===== src/rtl/axi4_wr_aux_gen_no_resp.sv =====
// AXI4 write-address generator: turns one {id, addr, len} descriptor into one AW
// transaction and holds stream_en open until that burst's last W beat is accepted.
module axi4_wr_aux_gen_no_resp #(
  parameter int DSIZE  = 256,
  parameter int IDSIZE = 4,
  parameter int ASIZE  = 32,
  parameter int LSIZE  = 8
) (
  input  logic                            axi_aclk,
  input  logic                            axi_aresetn,
  input  logic                            id_add_len_in_tvalid,
  input  logic [IDSIZE+ASIZE+LSIZE-1:0]   id_add_len_in_tdata,
  input  logic                            id_add_len_in_tlast,
  output logic                            id_add_len_in_tready,
  output logic [IDSIZE-1:0]               axi_awid,
  output logic [ASIZE-1:0]                axi_awaddr,
  output logic [LSIZE-1:0]                axi_awlen,
  output logic [2:0]                      axi_awsize,
  output logic [1:0]                      axi_awburst,
  output logic                            axi_awlock,
  output logic [3:0]                      axi_awcache,
  output logic [2:0]                      axi_awprot,
  output logic [3:0]                      axi_awqos,
  output logic                            axi_awvalid,
  input  logic                            axi_awready,
  input  logic                            axi_wvalid,
  input  logic                            axi_wready,
  input  logic                            axi_wlast,
  output logic                            stream_en
);

  localparam int DW     = IDSIZE + ASIZE + LSIZE;
  localparam int AWSIZE = $clog2(DSIZE / 8);

  typedef enum logic [1:0] {S_IDLE, S_AW, S_DATA} state_t;

  state_t             state_q, state_d;
  logic               done_q, done_d;
  logic [IDSIZE-1:0]  awid_q, awid_d;
  logic [ASIZE-1:0]   awaddr_q, awaddr_d;
  logic [LSIZE-1:0]   awlen_q, awlen_d;
  logic               w_last_hs;
  logic               unused_tlast;

  assign unused_tlast = id_add_len_in_tlast;
  assign w_last_hs    = axi_wvalid & axi_wready & axi_wlast;

  always_ff @(posedge axi_aclk or negedge axi_aresetn) begin
    if (!axi_aresetn) begin
      state_q  <= S_IDLE;
      done_q   <= 1'b0;
      awid_q   <= '0;
      awaddr_q <= '0;
      awlen_q  <= '0;
    end else begin
      state_q  <= state_d;
      done_q   <= done_d;
      awid_q   <= awid_d;
      awaddr_q <= awaddr_d;
      awlen_q  <= awlen_d;
    end
  end

  always_comb begin
    state_d  = state_q;
    done_d   = done_q;
    awid_d   = awid_q;
    awaddr_d = awaddr_q;
    awlen_d  = awlen_q;
    case (state_q)
      S_IDLE: begin
        done_d = 1'b0;
        if (id_add_len_in_tvalid) begin
          awlen_d  = id_add_len_in_tdata[LSIZE-1:0];
          awaddr_d = id_add_len_in_tdata[LSIZE+ASIZE-1:LSIZE];
          awid_d   = id_add_len_in_tdata[DW-1:LSIZE+ASIZE];
          state_d  = S_AW;
        end
      end
      S_AW: begin
        // W data may finish before the address is taken; remember it so AW exits straight to IDLE.
        if (axi_awready) begin
          done_d  = 1'b0;
          state_d = (w_last_hs || done_q) ? S_IDLE : S_DATA;
        end else if (w_last_hs) begin
          done_d = 1'b1;
        end
      end
      S_DATA: begin
        if (w_last_hs) state_d = S_IDLE;
      end
      default: state_d = S_IDLE;
    endcase
  end

  assign id_add_len_in_tready = (state_q == S_IDLE) & axi_aresetn;
  assign axi_awvalid          = (state_q == S_AW);
  assign stream_en            = (state_q != S_IDLE);

  assign axi_awid    = awid_q;
  assign axi_awaddr  = awaddr_q;
  assign axi_awlen   = awlen_q;
  assign axi_awsize  = 3'(AWSIZE);
  assign axi_awburst = 2'b01;
  assign axi_awlock  = 1'b0;
  assign axi_awcache = 4'b0000;
  assign axi_awprot  = 3'b000;
  assign axi_awqos   = 4'b0000;

endmodule


===== config.mk =====
export PLATFORM = sky130hd
export DESIGN_NAME = axi4_wr_aux_gen_no_resp
export DESIGN_NICKNAME = d
export VERILOG_FILES = /design/src/rtl/axi4_wr_aux_gen_no_resp.sv
export SDC_FILE = /design/constraint.sdc
export NUM_CORES = 1
export LEC_CHECK = 0
export ABC_AREA = 1
export CORE_AREA = 2 2 77 79
export DETAILED_ROUTE_END_ITERATION = 7
export DIE_AREA = 0 0 79 81
export GPL_ROUTABILITY_DRIVEN = 0
export GPL_TIMING_DRIVEN = 0
export PLACE_DENSITY = 0.82
export SKIP_LAST_GASP = 1
export SLEW_MARGIN = 10
export SYNTH_ARGS = -nofsm -noshare
export SYNTH_HDL_FRONTEND = slang
export SYNTH_SLANG_ARGS = --single-unit
export TNS_END_PERCENT = 1

===== constraint.sdc =====
create_clock -name axi_aclk -period 1.3 [get_ports axi_aclk]
set_input_delay 0.325 -clock axi_aclk [delete_from_list [all_inputs] [get_ports axi_aclk]]
set_output_delay 0.325 -clock axi_aclk [all_outputs]
set_load 0.01 [all_outputs]

==> results summary <==
The flow ran to the end, but the final reports show violations. The checks that failed: setup timing. On the critical path, the stage with the largest delay is an instance of sky130_fd_sc_hd__clkdlybuf4s50_1. In this run the power density over the cells is 2040 nW/um^2. The first routing iteration left 67 violations. After detailed placement, the total cell area comes to between 3000 and 4000 um^2.

The area of the mapped netlist is roughly 2100 um^2. For this run, the number of Yosys warnings is 0. The global-route track usage on met1 is 20.9%. The launching point of the worst reg2reg path is state_q[1].

For this configuration, the core starts out at a cell density of a little under two fifths. The worst-path maximum fanout came out at 2. The met3 track demand over resource in global routing came out at 5.44%. The top achievable clock speed came out at 659 MHz.

In the synthesized netlist, the number of instances is between 200 and 250. The final-report setup violation count is 36. Broken down by cell family, the worst path's largest delay share belongs to buffers and inverters. The area share of the leading cell type in the synthesized netlist is 55.7%.

For this run, design rule violations remaining after detail routing come to 0. The critical path's largest stage delay is 0.54 ns. The number of clock sinks is 47. The final max-slew violation count came to 0. The worst-case clock buffer depth came out at 2. After clock tree synthesis, the clock-pin slew on the worst setup and hold paths is ~0.08 ns. The vertical die dimension came out at 81 um. The region available for standard cell placement spans roughly 5700 um^2. The worst relative slew slack came out at 56.9%. The global-route layer with the greatest usage is met2.

The tightest min-delay check is of the in -> async type. The signal arrival time at the worst endpoint is between 1 and 1.5 ns. Hold is met by 0.0335 ns. The overall routing resource usage is ~17%. Synthesis inferred 47 register bits. The length of the first detailed-routing pass in iterations is 4.

The critical path class is reg -> out. The site row count came out at 28. The boundary pin count is 116. Traced cell by cell, the critical path runs through clkdlybuf4s50_1. For the worst setup path, the data required time is 0.98 ns. The post-route cell area is 3340 um^2. The cell count of the worst reg-to-reg path is 6. After synthesis, the cell types taking the most area are sky130_fd_sc_hd__dfrtp_1, sky130_fd_sc_hd__nand2_1, sky130_fd_sc_hd__nand3_1. The number of vias per cell after detailed routing came out at 4.45.

The clock latency on the worst-skew pair came out at around 0.29 ns. The sort of element at the start of the critical path is a flip-flop. The routed layout has ~1900 vias. The largest net degree at the start of global routing came out at 34. In this run the number of H-tree levels came out at 2. The initial antenna violation count is 0.

The count of endpoints failing hold in the final timing report came to 0. The proportion of synthesized chip area in sequential cells is 55.7%. Setup repair after global routing could not meet its margin everywhere. The final clock skew came out at 0.00197 ns.

The layout overhead on the synthesized area came out at 58.1%. The CTS buffer count is 5. The count of buffers inserted at the top-level ports is 96.

The clock period minus final worst setup slack came out at 1.52 ns. The highest ir drop seen on vdd came out at 876 uV. The number of antenna repair diodes is 0.

Clock tree synthesis selected as its root buffer the cell sky130_fd_sc_hd__clkbuf_8. The count of buffer and inverter cells on the critical path came out at 1. The via count of the first global-routing pass is around 1800. The number of max-cap violations is 0. The wire length of the first global-routing pass came out at 8540 um. The wire length after detailed routing is around 5200 um. The overall die area came out at 6400 um^2. The final global-route overflow total is 0.

The biggest area contributor in the post-synthesis netlist is sky130_fd_sc_hd__dfrtp_1. The residual antenna-violating net count after detailed routing came out at 0. The number of nets at the end of the flow came out at 407. For the pin with the worst max-slew slack, the measured transition is 0.644 ns. The leakage power is 1.71 nW. In this run the number of cells on the critical path is 1. TritonCTS built the clock tree. The most critical setup path has its startpoint at axi_awaddr[12]. The number of distinct library cells after synthesis is 17. The final setup slack of the worst path is -0.218 ns. The die is 79 um wide. STA classifies the critical path endpoint as an output port. The detailed placement HPWL is 3750 um. The post-route netlist has 16.4% of its cells at a drive strength greater than 1. The share of the cycle needed by the critical path after routing came out at 117%. In the global route stage, met2 resource usage came out at 29.7%. Adding up every negative setup slack in the final design gives -7.22 ns. Each instance of the synthesized netlist takes up on average 9.14 um^2.

After detailed routing, the average wire length per cell comes to 12.0 um.
state kept, by name, summed over array words and instances, names as in the netlist:
register / flops
axi_awaddr: 32
axi_awid: 4
axi_awlen: 8
done_q: 1
state_q: 2
stage by stage:
stage	util, %	std cells	worst slack, ns	total power (W)
5_1_grt	58.8	429	-0.276	0.00740
4_1_cts	58.8	429	-0.233	0.00693
6_report	58.8	429	-0.218	0.00682
3_3_place_gp	56.8	417	-2.17	0.00606
3_5_place_dp	57.1	418	-0.419	0.00617
2_1_floorplan	-	246	0.0849	0.00423
area by class of cell:
type | instances | area (um^2)
multi-input combinational | 163 | 733
buffer | 30 | 236
clock buffer | 6 | 72.6
inverter | 6 | 22.5
tap | 75 | 93.8
fill | 543 | 2340
timing repair buffer | 102 | 1000
sequential | 47 | 1180
kinds of logic (layout without fill, tap and decap cells):
kind of cell    count (synthesis)  in the layout  share of synthesized area (%)
simple gates                  145            145                           31.5
compound gates                  1              1                          0.237
buf+inv                        36            144                           12.3
flops                          47             47                           55.7
other cells                     2             17                          0.356
cells in the final DEF, fill, tap and decap left out, types with 5 or more instances in the layout:
master	Yosys	final
sky130_fd_sc_hd__nand2_2	10	10
sky130_fd_sc_hd__dlygate4sd2_1	0	11
sky130_fd_sc_hd__dfrtp_1	47	45
sky130_fd_sc_hd__inv_1	5	5
sky130_fd_sc_hd__clkbuf_8	0	5
sky130_fd_sc_hd__nand2_1	83	83
sky130_fd_sc_hd__buf_2	8	10
sky130_fd_sc_hd__conb_1	2	17
sky130_fd_sc_hd__buf_4	18	22
sky130_fd_sc_hd__nand3_1	47	47
sky130_fd_sc_hd__clkdlybuf4s50_1	0	81
synthesized netlist by cell type:
cell type / count
sky130_fd_sc_hd__nand3_1: 47
sky130_fd_sc_hd__nor2_8: 1
sky130_fd_sc_hd__inv_1: 5
sky130_fd_sc_hd__o21ai_0: 1
sky130_fd_sc_hd__buf_4: 18
sky130_fd_sc_hd__conb_1: 2
sky130_fd_sc_hd__buf_6: 1
sky130_fd_sc_hd__nand2_8: 1
sky130_fd_sc_hd__dfrtp_1: 47
sky130_fd_sc_hd__nand2_2: 10
sky130_fd_sc_hd__buf_8: 2
sky130_fd_sc_hd__nand3b_1: 1
sky130_fd_sc_hd__buf_12: 1
sky130_fd_sc_hd__buf_2: 8
sky130_fd_sc_hd__inv_2: 1
sky130_fd_sc_hd__nand2_1: 83
sky130_fd_sc_hd__nor2_1: 2
report_power, final:
group / total, W / switching [W] / internal [W]
clock: 0.000788 / 0.000429 / 0.000359
sequential: 0.00257 / 0.000415 / 0.00215
combinational: 0.00346 / 0.00163 / 0.00184
layer usage:
layer	part of all wire [%]	up-vias
met2	47	85
met4	0.60	0
met3	9.0	4
met5	0	-
li1	-	945
met1	43	875
final timing paths:
| check | end | slack (ns) |
|---|---|---|
| setup / recovery | axi_awaddr[12] | -0.22 |
| hold / removal | axi_awaddr[25] | 0.03 |
| setup reg to reg | axi_awaddr[9] | 0.06 |
| hold reg to reg | axi_awaddr[18] | 0.47 |
| max in group asynchronous | state_q[0] | 0.17 |
| min in group axi_aclk | axi_awaddr[16] | 0.40 |
timing repair:
item / CTS / global route
setup buffers: 4 / 0
resized for setup: 20 / 1
hold buffers: 1 / 0
endpoints found under the setup margin: 47 / 80
pin swaps: 1 / 0
hold endpoints to repair: 14 / 0
gates cloned: 0 / 0
Note: power is estimated with default switching activity, not from simulation.
